==> config.mk <==
export PLATFORM = sky130hd
export DESIGN_NAME = seq_pattern_gen_flat
export DESIGN_NICKNAME = d
export VERILOG_FILES = /design/src/rtl/seq_pkg.sv /design/src/rtl/seq_pattern_gen_if.sv /design/src/rtl/seq_piso_shreg.sv /design/src/rtl/seq_pattern_gen.sv /design/src/flat_wrapper.sv
export SDC_FILE = /design/constraint.sdc
export NUM_CORES = 1
export LEC_CHECK = 0
export BUFFER_PORTS_ARGS = -buffer_cell sky130_fd_sc_hd__buf_2
export CAP_MARGIN = 20
export CELL_PAD_IN_SITES_DETAIL_PLACEMENT = 1
export CELL_PAD_IN_SITES_GLOBAL_PLACEMENT = 1
export CORE_ASPECT_RATIO = 1.2
export CORE_MARGIN = 5
export CORE_UTILIZATION = 44
export CTS_CLUSTER_DIAMETER = 120
export DETAILED_ROUTE_END_ITERATION = 6
export GPL_ROUTABILITY_DRIVEN = 0
export PLACE_DENSITY_LB_ADDON = 0.05
export SLEW_MARGIN = 25
export SYNTH_ARGS = -nofsm -noshare
export SYNTH_HDL_FRONTEND = slang
export SYNTH_SLANG_ARGS = --single-unit
==> constraint.sdc <==
create_clock -name clk -period 2.8 [get_ports clk]
set_input_delay 0.14 -clock clk [delete_from_list [all_inputs] [get_ports clk]]
set_output_delay 0.14 -clock clk [all_outputs]
set_load 0.005 [all_outputs]
==> src/rtl/seq_pkg.sv <==
// Shared types and constants for the sequence pattern generator and the detector benches.
package seq_pkg;

  typedef enum logic [1:0] {
    IDLE = 2'd0,
    SEND = 2'd1,
    GAP  = 2'd2,
    DONE = 2'd3
  } seq_gen_state_t;

  localparam logic [4:0] SEQ_PAT_10011     = 5'b10011;
  localparam int         SEQ_PAT_10011_LEN = 5;

  localparam int DEF_MAX_LEN = 8;
  localparam int DEF_LEN_W   = 4;
  localparam int DEF_REP_W   = 4;
  localparam int DEF_GAP_W   = 4;

endpackage

==> src/rtl/seq_pattern_gen_if.sv <==
// Request/serial-output bundle of seq_pattern_gen; slave is the generator side.
interface seq_pattern_gen_if
  import seq_pkg::*;
#(
  parameter int MAX_LEN = DEF_MAX_LEN,
  parameter int LEN_W   = DEF_LEN_W,
  parameter int REP_W   = DEF_REP_W,
  parameter int GAP_W   = DEF_GAP_W
);
  logic               start;
  logic [MAX_LEN-1:0] pattern_in;
  logic [LEN_W-1:0]   len_in;
  logic [REP_W-1:0]   rep_in;
  logic [GAP_W-1:0]   gap_in;
  logic               dout;
  logic               dout_valid;
  logic               busy;
  logic               done;

  modport master (
    output start, pattern_in, len_in, rep_in, gap_in,
    input  dout, dout_valid, busy, done
  );

  modport slave (
    input  start, pattern_in, len_in, rep_in, gap_in,
    output dout, dout_valid, busy, done
  );
endinterface

==> src/rtl/seq_piso_shreg.sv <==
// Loadable MSB-first parallel-in serial-out shift register.
module seq_piso_shreg #(
  parameter int WIDTH = 8
) (
  input  logic             clk,
  input  logic             reset,
  input  logic             load,
  input  logic             shift_en,
  input  logic [WIDTH-1:0] load_data,
  output logic             msb
);
  logic [WIDTH-1:0] sr_q;

  always_ff @(posedge clk) begin
    if (reset)         sr_q <= '0;
    else if (load)     sr_q <= load_data;
    else if (shift_en) sr_q <= {sr_q[WIDTH-2:0], 1'b0};
  end

  assign msb = sr_q[WIDTH-1];
endmodule

==> src/rtl/seq_pattern_gen.sv <==
// Serial MSB-first pattern transmitter with repeat count and idle gap between repetitions.
// Define SEQGEN_PARITY_EN to append an even-parity bit after every repetition.
module seq_pattern_gen
  import seq_pkg::*;
#(
  parameter int MAX_LEN = DEF_MAX_LEN,
  parameter int LEN_W   = DEF_LEN_W,
  parameter int REP_W   = DEF_REP_W,
  parameter int GAP_W   = DEF_GAP_W
) (
  input  logic             clk,
  input  logic             reset,
  seq_pattern_gen_if.slave bus
);
  localparam logic [LEN_W-1:0] MAX_LEN_L = LEN_W'(MAX_LEN);
`ifdef SEQGEN_PARITY_EN
  localparam logic [LEN_W-1:0] PAR_L = LEN_W'(1);
  logic par_q, par_d;
`else
  localparam logic [LEN_W-1:0] PAR_L = '0;
`endif

  seq_gen_state_t     state_q, state_d;
  logic [MAX_LEN-1:0] pat_q, pat_d, pat_c, sr_data;
  logic [LEN_W-1:0]   len_q, len_d, len_c, bit_cnt_q, bit_cnt_d;
  logic [REP_W-1:0]   rep_cnt_q, rep_cnt_d;
  logic [GAP_W-1:0]   gap_q, gap_d, gap_cnt_q, gap_cnt_d;
  logic               dout_q, dout_d, vld_q, vld_d, busy_q, busy_d, done_q, done_d;
  logic               sr_load, sr_shift, sr_msb, reload;

  // Clamp the length and left-align the pattern so bit len-1 sits at the MSB.
  assign len_c = (bus.len_in > MAX_LEN_L) ? MAX_LEN_L : bus.len_in;
  assign pat_c = bus.pattern_in << (MAX_LEN_L - len_c);

  seq_piso_shreg #(.WIDTH(MAX_LEN)) u_shreg (
    .clk      (clk),
    .reset    (reset),
    .load     (sr_load),
    .shift_en (sr_shift),
    .load_data(sr_data),
    .msb      (sr_msb)
  );

  always_comb begin
    state_d   = state_q;
    pat_d     = pat_q;
    len_d     = len_q;
    gap_d     = gap_q;
    bit_cnt_d = bit_cnt_q;
    rep_cnt_d = rep_cnt_q;
    gap_cnt_d = gap_cnt_q;
    dout_d    = 1'b0;
    vld_d     = 1'b0;
    busy_d    = 1'b0;
    done_d    = 1'b0;
    sr_load   = 1'b0;
    sr_shift  = 1'b0;
    sr_data   = pat_q << 1;
    reload    = 1'b0;
`ifdef SEQGEN_PARITY_EN
    par_d     = par_q;
`endif
    unique case (state_q)
      IDLE: begin
        if (bus.start) begin
          pat_d = pat_c;
          len_d = len_c;
          gap_d = bus.gap_in;
`ifdef SEQGEN_PARITY_EN
          par_d = ^pat_c;
`endif
          if (len_c == '0 || bus.rep_in == '0) begin
            state_d = DONE;
            done_d  = 1'b1;
          end else begin
            // First bit goes straight from the input bus; the register keeps the rest.
            state_d   = SEND;
            dout_d    = pat_c[MAX_LEN-1];
            vld_d     = 1'b1;
            busy_d    = 1'b1;
            bit_cnt_d = len_c - LEN_W'(1) + PAR_L;
            rep_cnt_d = bus.rep_in - REP_W'(1);
            sr_load   = 1'b1;
            sr_data   = pat_c << 1;
          end
        end
      end
      SEND: begin
        busy_d = 1'b1;
        if (bit_cnt_q != '0) begin
          vld_d     = 1'b1;
          bit_cnt_d = bit_cnt_q - LEN_W'(1);
          dout_d    = sr_msb;
          sr_shift  = 1'b1;
`ifdef SEQGEN_PARITY_EN
          if (bit_cnt_q == LEN_W'(1)) begin
            dout_d   = par_q;
            sr_shift = 1'b0;
          end
`endif
        end else if (rep_cnt_q == '0) begin
          state_d = DONE;
          done_d  = 1'b1;
          busy_d  = 1'b0;
        end else begin
          rep_cnt_d = rep_cnt_q - REP_W'(1);
          if (gap_q != '0) begin
            state_d   = GAP;
            gap_cnt_d = gap_q - GAP_W'(1);
          end else begin
            reload = 1'b1;
          end
        end
      end
      GAP: begin
        busy_d = 1'b1;
        if (gap_cnt_q != '0) gap_cnt_d = gap_cnt_q - GAP_W'(1);
        else                 reload    = 1'b1;
      end
      DONE:    state_d = IDLE;
      default: state_d = IDLE;
    endcase

    if (reload) begin
      state_d   = SEND;
      dout_d    = pat_q[MAX_LEN-1];
      vld_d     = 1'b1;
      bit_cnt_d = len_q - LEN_W'(1) + PAR_L;
      sr_load   = 1'b1;
    end
  end

  always_ff @(posedge clk) begin
    if (reset) begin
      state_q   <= IDLE;
      pat_q     <= '0;
      len_q     <= '0;
      gap_q     <= '0;
      bit_cnt_q <= '0;
      rep_cnt_q <= '0;
      gap_cnt_q <= '0;
      dout_q    <= 1'b0;
      vld_q     <= 1'b0;
      busy_q    <= 1'b0;
      done_q    <= 1'b0;
`ifdef SEQGEN_PARITY_EN
      par_q     <= 1'b0;
`endif
    end else begin
      state_q   <= state_d;
      pat_q     <= pat_d;
      len_q     <= len_d;
      gap_q     <= gap_d;
      bit_cnt_q <= bit_cnt_d;
      rep_cnt_q <= rep_cnt_d;
      gap_cnt_q <= gap_cnt_d;
      dout_q    <= dout_d;
      vld_q     <= vld_d;
      busy_q    <= busy_d;
      done_q    <= done_d;
`ifdef SEQGEN_PARITY_EN
      par_q     <= par_d;
`endif
    end
  end

  assign bus.dout       = dout_q;
  assign bus.dout_valid = vld_q;
  assign bus.busy       = busy_q;
  assign bus.done       = done_q;
endmodule

==> src/flat_wrapper.sv <==
// flat-port wrapper written by rule: the top's interface ports become plain ports
module seq_pattern_gen_flat import seq_pkg::*;
#(
  parameter int MAX_LEN = DEF_MAX_LEN,
  parameter int LEN_W   = DEF_LEN_W,
  parameter int REP_W   = DEF_REP_W,
  parameter int GAP_W   = DEF_GAP_W
)
  (clk, reset, bus_start, bus_pattern_in, bus_len_in, bus_rep_in, bus_gap_in, bus_dout, bus_dout_valid, bus_busy, bus_done);
  seq_pattern_gen_if #(.MAX_LEN(MAX_LEN), .LEN_W(LEN_W), .REP_W(REP_W), .GAP_W(GAP_W)) bus_i ();
  input  logic clk;
  input  logic reset;
  input wire logic [$bits(bus_i.start)-1:0] bus_start;
  input wire logic [$bits(bus_i.pattern_in)-1:0] bus_pattern_in;
  input wire logic [$bits(bus_i.len_in)-1:0] bus_len_in;
  input wire logic [$bits(bus_i.rep_in)-1:0] bus_rep_in;
  input wire logic [$bits(bus_i.gap_in)-1:0] bus_gap_in;
  output wire logic [$bits(bus_i.dout)-1:0] bus_dout;
  output wire logic [$bits(bus_i.dout_valid)-1:0] bus_dout_valid;
  output wire logic [$bits(bus_i.busy)-1:0] bus_busy;
  output wire logic [$bits(bus_i.done)-1:0] bus_done;
  assign bus_i.start = bus_start;
  assign bus_i.pattern_in = bus_pattern_in;
  assign bus_i.len_in = bus_len_in;
  assign bus_i.rep_in = bus_rep_in;
  assign bus_i.gap_in = bus_gap_in;
  assign bus_dout = bus_i.dout;
  assign bus_dout_valid = bus_i.dout_valid;
  assign bus_busy = bus_i.busy;
  assign bus_done = bus_i.done;
  seq_pattern_gen #(.MAX_LEN(MAX_LEN), .LEN_W(LEN_W), .REP_W(REP_W), .GAP_W(GAP_W)) u_core (.clk(clk), .reset(reset), .bus(bus_i));
endmodule
After elaboration in Yosys (flattened, before gate mapping) --
Cells that the tools add are included.
Operators by class: shift operators 1, $lt $le $gt $ge 1, bitwise gates (word level) 0, muxes and demuxes 54, reductions and logical operators 21, divide/modulo/power cells 0, add/sub/neg operators 8, equal/unequal tests 15, $mul 0
Operators by type and width (number):
- 4-bit 2-to-1 mux | 13
- 8-bit 2-to-1 mux | 5
- 4-bit by 1-bit subtractor with 4-bit output (second input constant) | 7
- 4-bit one-hot mux with 2 select lines | 3
- 1-bit 2-to-1 mux | 22
- 4-bit nonzero test | 4
- 4-bit logical NOT | 3
- 4-bit AND reduction | 3
- 2-bit 2-to-1 mux | 5
- 5-bit AND reduction | 2
- 3-bit by 2-bit inequality test with 1-bit output (second input constant) | 3
- 2-bit inequality test (second input constant) | 4
- 1-bit one-hot mux with 2 select lines | 4
- 8-bit by 4-bit << shifter with 8-bit output | 1
- 3-bit by 1-bit inequality test with 1-bit output (second input constant) | 2
- 2-bit one-hot mux with 3 select lines | 1
- 2-bit nonzero test | 3
- 3-bit nonzero test | 2
- 2-bit == test (second input constant) | 2
- 4-bit > comparator (second input constant) | 1
- 2-bit by 1-bit inequality test with 1-bit output (second input constant) | 2
- 4-bit by 1-bit inequality test with 1-bit output (second input constant) | 1
- 4-bit subtractor (first input constant) | 1
- 1-bit one-hot mux with 3 select lines | 1
- 5 further kinds | 5
Storage, ports and cells: memory bits (read-only) 0, input port bits 23, bits in registers 42, output and inout port bits 4, bits in latches 0, memory bits (writable) 0, memories kept 0

Depth between registers and ports, before layout --
Gate-level depths: netlist (run 1).
depth after elaboration 9, mapped depth 11, gate-level depth less buffers 10

Modules after synthesis --
A second synthesis (run 1) with hierarchy kept.
Second synthesis, totals: cell total of the unflattened synthesis 308, area, all modules 2607.5 sq um
Modules (own cells, without submodules):
- seq_pattern_gen | cells each 273, area each 2238.4 sq um, instances 1
- seq_piso_shreg | cells each 35, area each 369.1 sq um, instances 1

Worst setup path after synthesis (run 1) --
No wires, ideal clock.
path type register to register, start point reg u_core.state_q[0], end point reg u_core.bit_cnt_q[2], library setup time 86 ps, required time 2714 ps, cell stages (with the launch flop) 11, buffers on the path 1, data arrival time 2189 ps, path slack 525 ps, cells stage by stage dfxtp_1 -> inv_1 -> ha_1 -> nor3b_1 -> a32oi_4 -> buf_2 -> o211ai_1 -> o21ai_1 -> ha_1 -> xor2_1 -> a211oi_1
Between the ends: cells in the longest elaborated chain, start to end 4, elaborated cells between the ends (all ways) 11
Ends and longest elaborated chain:
- start, declared | RTL line seq_pattern_gen.sv:23 | seq_gen_state_t state_q, state_d;
- start signal, assigned | RTL line seq_pattern_gen.sv:150 | state_q <= state_d;
- 2-bit == test or 2-bit by 1-bit == test with 1-bit output (tied branches) | RTL line seq_pattern_gen.sv:63 | unique case (state_q)
- 1-bit one-hot mux with 2 select lines | RTL line seq_pattern_gen.sv:63
- 3-bit by 1-bit inequality test with 1-bit output (no source line) (tied with other cells)
- 4-bit AND reduction (no source line)
- end signal, assigned | RTL line seq_pattern_gen.sv:154 | bit_cnt_q <= bit_cnt_d;
- end, declared | RTL line seq_pattern_gen.sv:25 | logic [LEN_W-1:0] len_q, len_d, len_c, bit_cnt_q, bit_cnt_d;
Several ways; a longest one is shown, not always the timed one. A chain may end at the register's enable or synchronous reset.

Final worst setup path (run 1) --
start point reg u_core.bit_cnt_q[0], end point reg u_core.bit_cnt_q[2]
Between the ends: cells in the longest elaborated chain, start to end 5, elaborated cells between the ends (all ways) 12
Ends and longest elaborated chain:
- branches (longest 5 deep; another with 4-bit by 1-bit subtractor with 4-bit output)
Parallel ways; which one is timed is not known. The select of a mux whose other input is x is not followed.

==> results.ini, run 1 <==
[logic_synthesis]
synth_fa_ha_area_share_pct = 3.93
ys_seq_area_share_pct = 32.2
yosys.area_share.simple_pct = 23.9
syn_area_sq_um = 2550
avgSynthCellArea_sq_um = 8.01
synthMuxAreaShare_pct = 9.97
yosysWarnings = 0
synth_compound_area_share_pct = 22.9
synthCells = 318
synthesis.nets = 349
synth_top_family_by_area = simple AND/OR/NAND/NOR gates
ys_seq_elements = 41
synth-async-reset-ratio_pct = 0
synth_cell_types = 57
synth-xor-area-share_pct = 1.38
synth_edf_count = 0
synthFlopType = dfxtp_1

[setup_path]
cp.required_ps = 3010
r2r_slack_ps = 450
slowest_delay_ps = 740
crit_arrival_ps = 2570
start_kind = flip-flop
cp.depth = 8
critPathBufInv = 0
path_max_fanout = 10
r2r_cells = 8
slowest_stage = or4_1
crit_chain = or4_1, nor2_4, a32oi_4, o211ai_1, o21ai_1, ha_1, xor2_1, a211oi_1
worstReg2RegStart = u_core.bit_cnt_q[0]$_SDFFE_PP0P_
r2r-end = u_core.bit_cnt_q[2]$_SDFFE_PP0P_
path_class = flip-flop to flip-flop
cp-end-kind = flip-flop
crit_family = simple AND/OR/NAND/NOR gates

[final_layout]
diodes = 0
nNetsFinal = 373
areaGrowthSynthToFinish_pct = 11.8
final_cell_mix = 41 x dfxtp_1, 40 x nand2_1, 37 x a21oi_1
drive_gt1_share_pct = 17.0
final_common_cell = dfxtp_1

[power]
p_seq_share_pct = 30.7
p_sw_mw = 1.23
power.leakage_nw = 1.18
pwr_density_cell_nw_per_um2 = 998
p_int_mw = 1.62
clock_power_share_pct = 16.5
combPwrFrac_pct = 52.9
max-vdd-ir-drop_mv = 0.336
swShare_pct = 43.1

[clock_tree]
cts_root_buf = clkbuf_8
cts_setup_buffers = 0
cts_made_buffers = 5
cts_resized = 0
cts_tree = built
clockBufferDepth = 2
clock_latency_ps = 300
htree_levels = 2
numClockSinks = 41
path_clk_slew_ps = 80
cts_hold_buf = 0

[timing]
worst_slew_pin_slew_ps = 565
slew_violations = 0
tns_ps = 0
hold_viol_final = 0
final.setup_skew_ps = 9.89
fin_hold_ws_ps = 73.7
fmax_ghz = 0.425
period_needed_ps = 2350
finalSetupViolations = 0
maxSlewHeadroom_pct = 62.0
fin_crit_sh_pct = 84.0
rsz0062_at_grt = false

[grt]
grt_max_degree = 30
grt_pass1_wl_mm = 12.0
grt_pass1_vias = 2511
overflow = 0
grt_usage_pct = 20.4
antenna_found_initial = 0

[floorplanning]
io_pins = 27
die_w_um = 79.5
initial_core_util_pct = 45.2
core_sq_um = 5630
row_count = 30
die_h_um = 93.4
fp.dieArea_sq_um = 7420

[detailed_routing]
drc = 0
routed_wl_mm = 6.83
wl_met1_mm = 2.93
num_vias = 2339
viasPerCell = 5.76
routed-wl-met3_um = 163
first_iter_violations = 77
dr_wl_met2_mm = 3.63
drtPass1Iterations = 4
postRouteAntennaNets = 0
wire_per_inst_um = 16.8
top_layer = met4

[run]
maxCapViolations = 0

[place]
port_buffers = 26
dpl.hpwl_mm = 5.36

[hold_path]
min_to = u_core.gap_q[2]$_SDFFE_PP0P_
min-delay-path-class = primary input to flip-flop
min_from = bus_gap_in[2]
hold_depth = 3

[run_status]
status = finished, final reports clean

## cell usage after synthesis (3+ instances only)
library cell,instances,area [sq um]
o22ai_1,4,25.0
inv_1,13,48.8
nor2b_1,4,25.0
xor2_1,3,26.3
clkbuf_1,12,45.0
o211ai_1,5,37.5
nand2b_1,5,31.3
a211oi_1,6,45.0
buf_2,4,20.0
nand3_1,16,80.1
o21ai_1,3,15.0
o211a_1,3,30.0
nand2_1,40,150
mux2i_1,22,220
or3_1,3,18.8
nor3_1,6,30.0
o21ai_0,10,50.1
nor2_1,32,120
a21oi_1,37,185
ha_1,8,100
a22oi_1,3,22.5
dfxtp_1,41,821
## worst max-delay path by stage
stage               slack (ps)                        startpoint                               end
global route               200    u_core.state_q[0]$_SDFFE_PP0P_  u_core.bit_cnt_q[2]$_SDFFE_PP0P_
detailed placement         440  u_core.bit_cnt_q[0]$_SDFFE_PP0P_  u_core.bit_cnt_q[2]$_SDFFE_PP0P_
floorplan                  530    u_core.state_q[0]$_SDFFE_PP0P_  u_core.bit_cnt_q[2]$_SDFFE_PP0P_
global placement           490  u_core.bit_cnt_q[0]$_SDFFE_PP0P_  u_core.bit_cnt_q[2]$_SDFFE_PP0P_
finish                     450  u_core.bit_cnt_q[0]$_SDFFE_PP0P_  u_core.bit_cnt_q[2]$_SDFFE_PP0P_
CTS                        420  u_core.bit_cnt_q[0]$_SDFFE_PP0P_  u_core.bit_cnt_q[2]$_SDFFE_PP0P_
## area by class of cell
| cell class | instances | area, sq um |
|---|---|---|
| Tap cell | 64 | 80.1 |
| Timing Repair Buffer | 37 | 213 |
| Clock inverter | 2 | 35.0 |
| Sequential cell | 41 | 821 |
| Fill cell | 709 | 2780 |
| Clock buffer | 5 | 68.8 |
| Inverter | 13 | 48.8 |
| Multi-Input combinational cell | 244 | 1580 |
## worst register-to-register path, stage by stage (launching register included)
cell,delay (ps)
dfxtp_1,340
or4_1,740
nor2_4,190
a32oi_4,180
o211ai_1,140
o21ai_1,90
ha_1,200
xor2_1,160
a211oi_1,230
## state kept, by name, summed over array words and instances, names as in the netlist
| signal | cells |
|---|---|
| u_core.bit_cnt_q | 4 |
| u_core.bus.busy | 1 |
| u_core.bus.done | 1 |
| u_core.bus.dout | 1 |
| u_core.bus.dout_valid | 1 |
| u_core.gap_cnt_q | 4 |
| u_core.gap_q | 4 |
| u_core.len_q | 4 |
| u_core.pat_q | 8 |
| u_core.rep_cnt_q | 4 |
| u_core.state_q | 2 |
| u_core.u_shreg.sr_q | 7 |
## metrics by stage
step,total power [mW],setup WS [ps],cells,area (sq um),util [%]
2_1_floorplan,2.03,525,318,2550,-
3_3_place_gp,2.36,492,399,2750,48.8
3_5_place_dp,2.40,439,399,2750,48.8
4_1_cts,2.89,422,406,2850,50.6
5_1_grt,3.10,201,406,2850,50.6
6_report,2.84,448,406,2850,50.6
## power groups by stage
stage | sequential [mW] | clock, mW | combinational [mW]
final | 0.872 | 0.468 | 1.50
after floorplan | 0.852 | 0 | 1.18
after detailed placement | 0.890 | 0 | 1.51
after CTS | 0.876 | 0.488 | 1.53
after global placement | 0.878 | 0 | 1.49
after global routing | 0.898 | 0.516 | 1.69
## logic make-up (layout without fill, tap and decap cells)
group                      count (synthesis)  after routing
and+or+nand+nor                          122            122
AOI/OAI and AO/OA                         86             86
DFF                                       41             41
buffers and inverters                     33             57
muxes                                     24             24
adders and majority gates                  8              8
xor gates and xnor gates                   4              4
## routing by layer
layer | vias up | global-route usage [%]
met3 | 10 | 3.18
met1 | 1121 | 23.9
met5 | - | 0
met4 | 0 | 7.74
met2 | 30 | 36.7
li1 | 1178 | -
No activity file was read; power rests on OpenSTA's default activity.
==> run 2: changes to the inputs <==
- ABC_AREA: not set -> 1
- CORE_UTILIZATION: 44 -> 37
- clock period: 2.8 -> 2 ns (I/O delays scaled with it)
==> results.ini, run 2 <==
[final_layout]
fin_cells = 498  ; +23%
final_cell_mix = 63 x nand2_1, 57 x o21ai_0, 43 x inv_1
top_regs = u_core.pat_q: 8 flops, u_core.u_shreg.sr_q: 7 flops
largest_reg_flops = 8  ; unchanged
final_common_cell = nand2_1
diodes = 0  ; unchanged
drive_gt1_share_pct = 21.5  ; +4.6 points
areaGrowthSynthToFinish_pct = 21.0
largest_register = u_core.pat_q
postLayoutCellArea_sq_um = 2990  ; +4.8%
nNetsFinal = 444  ; +19%
final_util_pct = 46.3  ; -4.3 points

[logic_synthesis]
synth_top_cell_area_share_pct = 33.3  ; +1.0 points
synthCells = 370  ; +16%
yosysMostFrequentCell = nand2_1
synth_top_cell_by_area = dfxtp_1
avgSynthCellArea_sq_um = 6.67  ; -17%
yosysWarnings = 0  ; unchanged
synthesis.nets = 401  ; +15%
synth.area.top_cells = dfxtp_1 33%, o21ai_0 12%, nand2_1 9.9%
syn_area_sq_um = 2470  ; -3.1%
yosys-top-cells-count = 65 x nand2_1, 57 x o21ai_0, 46 x inv_1
ys_seq_area_share_pct = 33.3  ; +1.0 points
synth_cell_types = 37  ; -35%
synthFlopType = dfxtp_1
synth_edf_count = 0  ; unchanged
ys_seq_elements = 41  ; unchanged
synth-async-reset-ratio_pct = 0  ; unchanged

[timing]
fmax_ghz = 0.522  ; +23%
hold_viol_final = 0  ; unchanged
slew_violations = 0  ; unchanged
setup_ws_ps = 85.0  ; -363 ps
worst_slew_pin_slew_ps = 324  ; -242 ps
maxSlewHeadroom_pct = 78.2  ; +16 points
tns_ps = 0  ; unchanged
fin_crit_sh_pct = 95.7  ; +12 points
final.setup_skew_ps = 6.23  ; -3.66 ps
fin_hold_ws_ps = 55.0  ; -18.7 ps
finalSetupViolations = 0  ; unchanged
period_needed_ps = 1910  ; -437 ps

[detailed_routing]
routed_wl_mm = 7.09  ; +3.8%
num_vias = 2510  ; +7.3%
drtPass1Iterations = 4  ; unchanged
wire_per_inst_um = 14.2  ; -15%
drc = 0  ; unchanged
first_iter_violations = 102  ; +32%
viasPerCell = 5.04  ; -13%
postRouteAntennaNets = 0  ; unchanged

[floorplanning]
die_h_um = 99.5  ; +6.5%
initial_core_util_pct = 38.3  ; -7.0 points
core_sq_um = 6450  ; +14%
die_w_um = 84.5  ; +6.4%
fp.dieArea_sq_um = 8410  ; +13%
io_pins = 27  ; unchanged
row_count = 32  ; +6.7%

[clock_tree]
htree_levels = 2  ; unchanged
cts_root_buf = clkbuf_8
cts_tree = built
clockBufferDepth = 2  ; unchanged
path_clk_slew_ps = 80  ; about the same
cts_made_buffers = 5  ; unchanged
clock_latency_ps = 290  ; about the same
numClockSinks = 41  ; unchanged

[grt]
overflow = 0  ; unchanged
grt_pass1_wl_mm = 11.9  ; -0.75%
use_met3_pct = 2.98  ; -0.20 points
grt_max_degree = 36  ; +20%
use_met1_pct = 20.5  ; -3.3 points
grt.busiest_layer = met2
grt_pass1_vias = 2611  ; +4.0%
grtUsageMet2_pct = 32.0  ; -4.7 points
antenna_found_initial = 0  ; unchanged
grt_usage_pct = 17.3  ; -3.1 points

[place]
placed_cell_area_sq_um = 2780  ; +1.2%
port_buffers = 26  ; unchanged
preCtsSetupSlack_ps = -71.3  ; -510 ps
dp_cells = 488  ; +22%
dpl.hpwl_mm = 5.44  ; +1.5%

[power]
p_int_mw = 2.50  ; +54%
p_sw_mw = 2.10  ; +71%
max-vdd-ir-drop_mv = 0.450  ; +34%
combPwrFrac_pct = 57.8  ; +4.9 points
p_seq_share_pct = 27.8  ; -2.9 points
pwr_density_cell_nw_per_um2 = 1540  ; +54%
clock_power_share_pct = 14.3  ; -2.2 points
power_mw = 4.59  ; +62%
swShare_pct = 45.7  ; +2.5 points
power.leakage_nw = 1.39  ; +18%

[setup_path]
critPathMostFrequentCell = nand3_1
crit_arrival_ps = 2110  ; -460 ps
start_kind = flip-flop
crit_family = simple AND/OR/NAND/NOR gates
critPathBufInv = 3  ; +3
path_class = flip-flop to flip-flop
crit_chain = inv_4, ha_4, nand2_1, nor2_2, nand3_2, nand2_4, buf_4, nand3b_1, nand2_2, ha_2, or2_0, nand3_1, nand3_1, inv_1
slowest_delay_ps = 370  ; -370 ps
cp-end-kind = flip-flop
slowest_stage = dfxtp_4
cp.required_ps = 2190  ; -820 ps
path_max_fanout = 4  ; -6

[run_status]
status = finished, final reports clean

[run]
maxCapViolations = 0  ; unchanged

[hold_path]
min-delay-path-class = primary input to flip-flop

-- run 2: cell types whose count changed after synthesis, moves of 4 or more --
cell,delta
nor3_1,-4
nor2b_1,-4
nand2_4,+5
o211ai_1,-4
nor2_1,+10
inv_1,+33
o21ai_0,+47
mux2i_1,-22
a21oi_1,-4
clkbuf_1,-6
nand2_1,+25
nand2b_1,-5
inv_2,+5
nand3_1,+6
-- run 2: kinds of logic after synthesis --
logic type	Yosys count	share of synthesized area [%]
AOI/OAI and AO/OA	102	21.8
buffers and inverters	63	10.5
xor gates and xnor gates	5	1.78
adders and majority gates	8	4.06
DFF	41	33.3
and+or+nand+nor	151	28.5
-- run 2: tightest hold or removal path, delay by kind of cell --
| family | cells | cell delay (ps) |
|---|---|---|
| buf+inv | 1 | 80 |
| compound gates | 1 | 70 |
| simple gates | 1 | 70 |
-- run 2: what timing repair did --
item / 4_1_cts / 5_1_grt
pin swaps: 0 / 2
buffers inserted: 0 / 2
endpoints found under the setup margin: 4 / 20
hold buffers: 0 / 0
gates resized for setup: 2 / 23
cloned: 0 / 1
-- run 2: final timing paths --
check        slack, ps  cells after the start                            from                                to
max                 90                     14  u_core.state_q[1]$_SDFFE_PP0P_  u_core.bit_cnt_q[2]$_SDFFE_PP0P_
min                 50                      3                   bus_gap_in[0]      u_core.gap_q[0]$_SDFFE_PP0P_
max reg2reg         90                     14  u_core.state_q[1]$_SDFFE_PP0P_  u_core.bit_cnt_q[2]$_SDFFE_PP0P_
min reg2reg        460                      2    u_core.len_q[3]$_SDFFE_PP0P_      u_core.len_q[3]$_SDFFE_PP0P_
-- run 2: metal layers --
metal | part of all wire [%] | vias up
met2 | 50 | 33
met5 | 0 | -
met1 | 46 | 1178
met4 | 1.2 | 0
li1 | - | 1292
met3 | 2.7 | 7
-- run 2: final cells by class --
type / count / area, sq um
fill: 867 / 3460
multi-input combinational: 266 / 1450
sequential: 41 / 828
timing repair buffer: 47 / 292
inverter: 51 / 196
tap: 85 / 106
clock buffer: 5 / 68.8
clock inverter: 2 / 35.0
timing repair inverter: 1 / 7.51
-- run 2: power by group through the flow --
stage	clock network, mW	logic [mW]	registers [mW]
floorplan	0	1.76	1.23
global placement	0	2.38	1.26
detailed placement	0	2.43	1.27
CTS	0.680	2.46	1.26
global route	0.716	2.99	1.31
finish	0.659	2.66	1.28
==> run 3: changes to the inputs <==
- CORE_UTILIZATION: 37 -> 45
- clock period: 2 -> 2.3 ns (I/O delays scaled with it)
==> results.ini, run 3 (synthesis gave the netlist of run 2 again) <==
[setup_path]
crit_chain = inv_1, ha_2, inv_2, nor2_4, nand4_4, nand2_4, nand2_4, nand2_1, nand2_1, ha_1, or2_0, nand3_1, nand3_1, inv_1
path_max_fanout = 7  ; +3
path_class = flip-flop to flip-flop
slowest_delay_ps = 370  ; about the same
cp.required_ps = 2550  ; +360 ps
start_kind = flip-flop
crit_arrival_ps = 2350  ; +240 ps
crit_family = simple AND/OR/NAND/NOR gates
critPathBufInv = 3  ; unchanged
cp-end-kind = flip-flop
slowest_stage = dfxtp_2
r2r_slack_ps = 200  ; +110 ps

[grt]
grt_pass1_vias = 2498  ; -4.3%
overflow = 0  ; unchanged
antenna_found_initial = 0  ; unchanged
grt_max_degree = 21  ; -42%
grt_pass1_wl_mm = 11.5  ; -3.8%
grt_usage_pct = 19.4  ; +2.2 points

[detailed_routing]
viasPerCell = 5.32  ; +5.6%
drtPass1Iterations = 4  ; unchanged
wire_per_inst_um = 14.1  ; -0.75%
num_vias = 2458  ; -2.1%
postRouteAntennaNets = 0  ; unchanged
drc = 0  ; unchanged
routed_wl_mm = 6.53  ; -7.9%
first_iter_violations = 118  ; +16%

[floorplanning]
io_pins = 27  ; unchanged
fp.dieArea_sq_um = 7070  ; -16%
core_sq_um = 5300  ; -18%
die_w_um = 77.6  ; -8.2%
row_count = 29  ; -9.4%
initial_core_util_pct = 46.6  ; +8.3 points
die_h_um = 91.1  ; -8.4%

[power]
combPwrFrac_pct = 54.8  ; -3.0 points
p_seq_share_pct = 29.8  ; +2.0 points
clock_power_share_pct = 15.4  ; +1.1 points
p_sw_mw = 1.69  ; -20%
p_int_mw = 2.00  ; -20%
pwr_density_cell_nw_per_um2 = 1320  ; -14%
max-vdd-ir-drop_mv = 0.596  ; +32%
power_mw = 3.69  ; -20%
swShare_pct = 45.7  ; about the same
power.leakage_nw = 1.32  ; -4.6%

[clock_tree]
numClockSinks = 41  ; unchanged
cts_root_buf = clkbuf_8
cts_tree = built
htree_levels = 2  ; unchanged
clock_latency_ps = 300  ; about the same
path_clk_slew_ps = 80  ; about the same
clockBufferDepth = 2  ; unchanged
cts_made_buffers = 5  ; unchanged
cts_setup_buffers = 0  ; unchanged

[timing]
final.setup_skew_ps = 6.62  ; +0.388 ps
worst_slew_pin_slew_ps = 567  ; +244 ps
tns_ps = 0  ; unchanged
maxSlewHeadroom_pct = 62.1  ; -16 points
fin_crit_sh_pct = 91.3  ; -4.4 points
fmax_ghz = 0.476  ; -8.8%
period_needed_ps = 2100  ; +185 ps
finalSetupViolations = 0  ; unchanged
slew_violations = 0  ; unchanged
fin_hold_ws_ps = 79.6  ; +24.6 ps
hold_viol_final = 0  ; unchanged

[final_layout]
top_regs = u_core.pat_q: 8 flops, u_core.u_shreg.sr_q: 7 flops
drive_gt1_share_pct = 15.5  ; -6.0 points
fillers = 732  ; -16%
largest_register = u_core.pat_q
final_cell_mix = 65 x nand2_1, 57 x o21ai_0, 46 x inv_1
largest_reg_flops = 8  ; unchanged
areaGrowthSynthToFinish_pct = 13.2
diodes = 0  ; unchanged
final_common_cell = nand2_1
nNetsFinal = 431  ; -2.9%
final_util_pct = 52.7  ; +6.4 points

[place]
port_buffers = 26  ; unchanged
dpl.hpwl_mm = 5.18  ; -4.9%

[hold_path]
min-delay-path-class = primary input to flip-flop

[run]
maxCapViolations = 0  ; unchanged

[run_status]
status = finished, final reports clean

-- run 3: cell types whose count changed in the layout (fill, tap and decap cells not counted), sizes merged --
cell      delta
buf         -12
clkinvlp     -1
-- run 3: worst min-delay path: stages --
cell and delay (ps):
buf_2 70, o21ai_0 70, nor2_1 90
-- run 3: timing repair --
action / 4_1_cts / 5_1_grt
setup endpoints to repair: 0 / 7
hold buffers: 0 / 0
gates resized for setup: 0 / 4
-- run 3: layer usage --
metal / part of all wire, % / global-route usage [%] / vias to the layer above
li1: - / - / 1267
met4: 1.2 / 5.16 / 0
met3: 3.2 / 3.27 / 7
met5: 0 / 0 / -
met1: 47 / 25.2 / 1151
met2: 48 / 33.0 / 33
-- run 3: final cells by class --
type	instances	area, sq um	area share (%)
sequential	41	822	29.4
tap	62	77.6	2.78
clock inverter	2	35.0	1.25
inverter	51	191	6.85
multi-input combinational	266	1400	50.2
timing repair buffer	35	198	7.08
clock buffer	5	68.8	2.46
-- run 3: power by group through the flow --
stage                     logic (mW)  registers [mW]  clock network (mW)
after floorplan                 1.53            1.07                   0
after global placement          1.91            1.10                   0
after detailed placement        2.01            1.11                   0
after CTS                       2.02            1.09               0.587
after global routing            2.32            1.13               0.611
final                           2.02            1.10               0.569
-- run 3: final timing paths --
check / cells past startpoint / to / startpoint
max: 14 / u_core.bit_cnt_q[2]$_SDFFE_PP0P_ / u_core.state_q[0]$_SDFFE_PP0P_
min: 3 / u_core.gap_q[3]$_SDFFE_PP0P_ / bus_gap_in[3]
min reg2reg: 2 / u_core.gap_q[1]$_SDFFE_PP0P_ / u_core.gap_q[1]$_SDFFE_PP0P_
max reg2reg: 14 / u_core.bit_cnt_q[2]$_SDFFE_PP0P_ / u_core.state_q[0]$_SDFFE_PP0P_
-- run 3: through the flow --
step                instance area [sq um]  setup slack (ps)  instances
floorplan                            2470               294        370
global placement                     2670               273        455
detailed placement                   2670               148        455
CTS                                  2780               124        462
global route                         2790            -0.471        462
finish                               2790               200        462
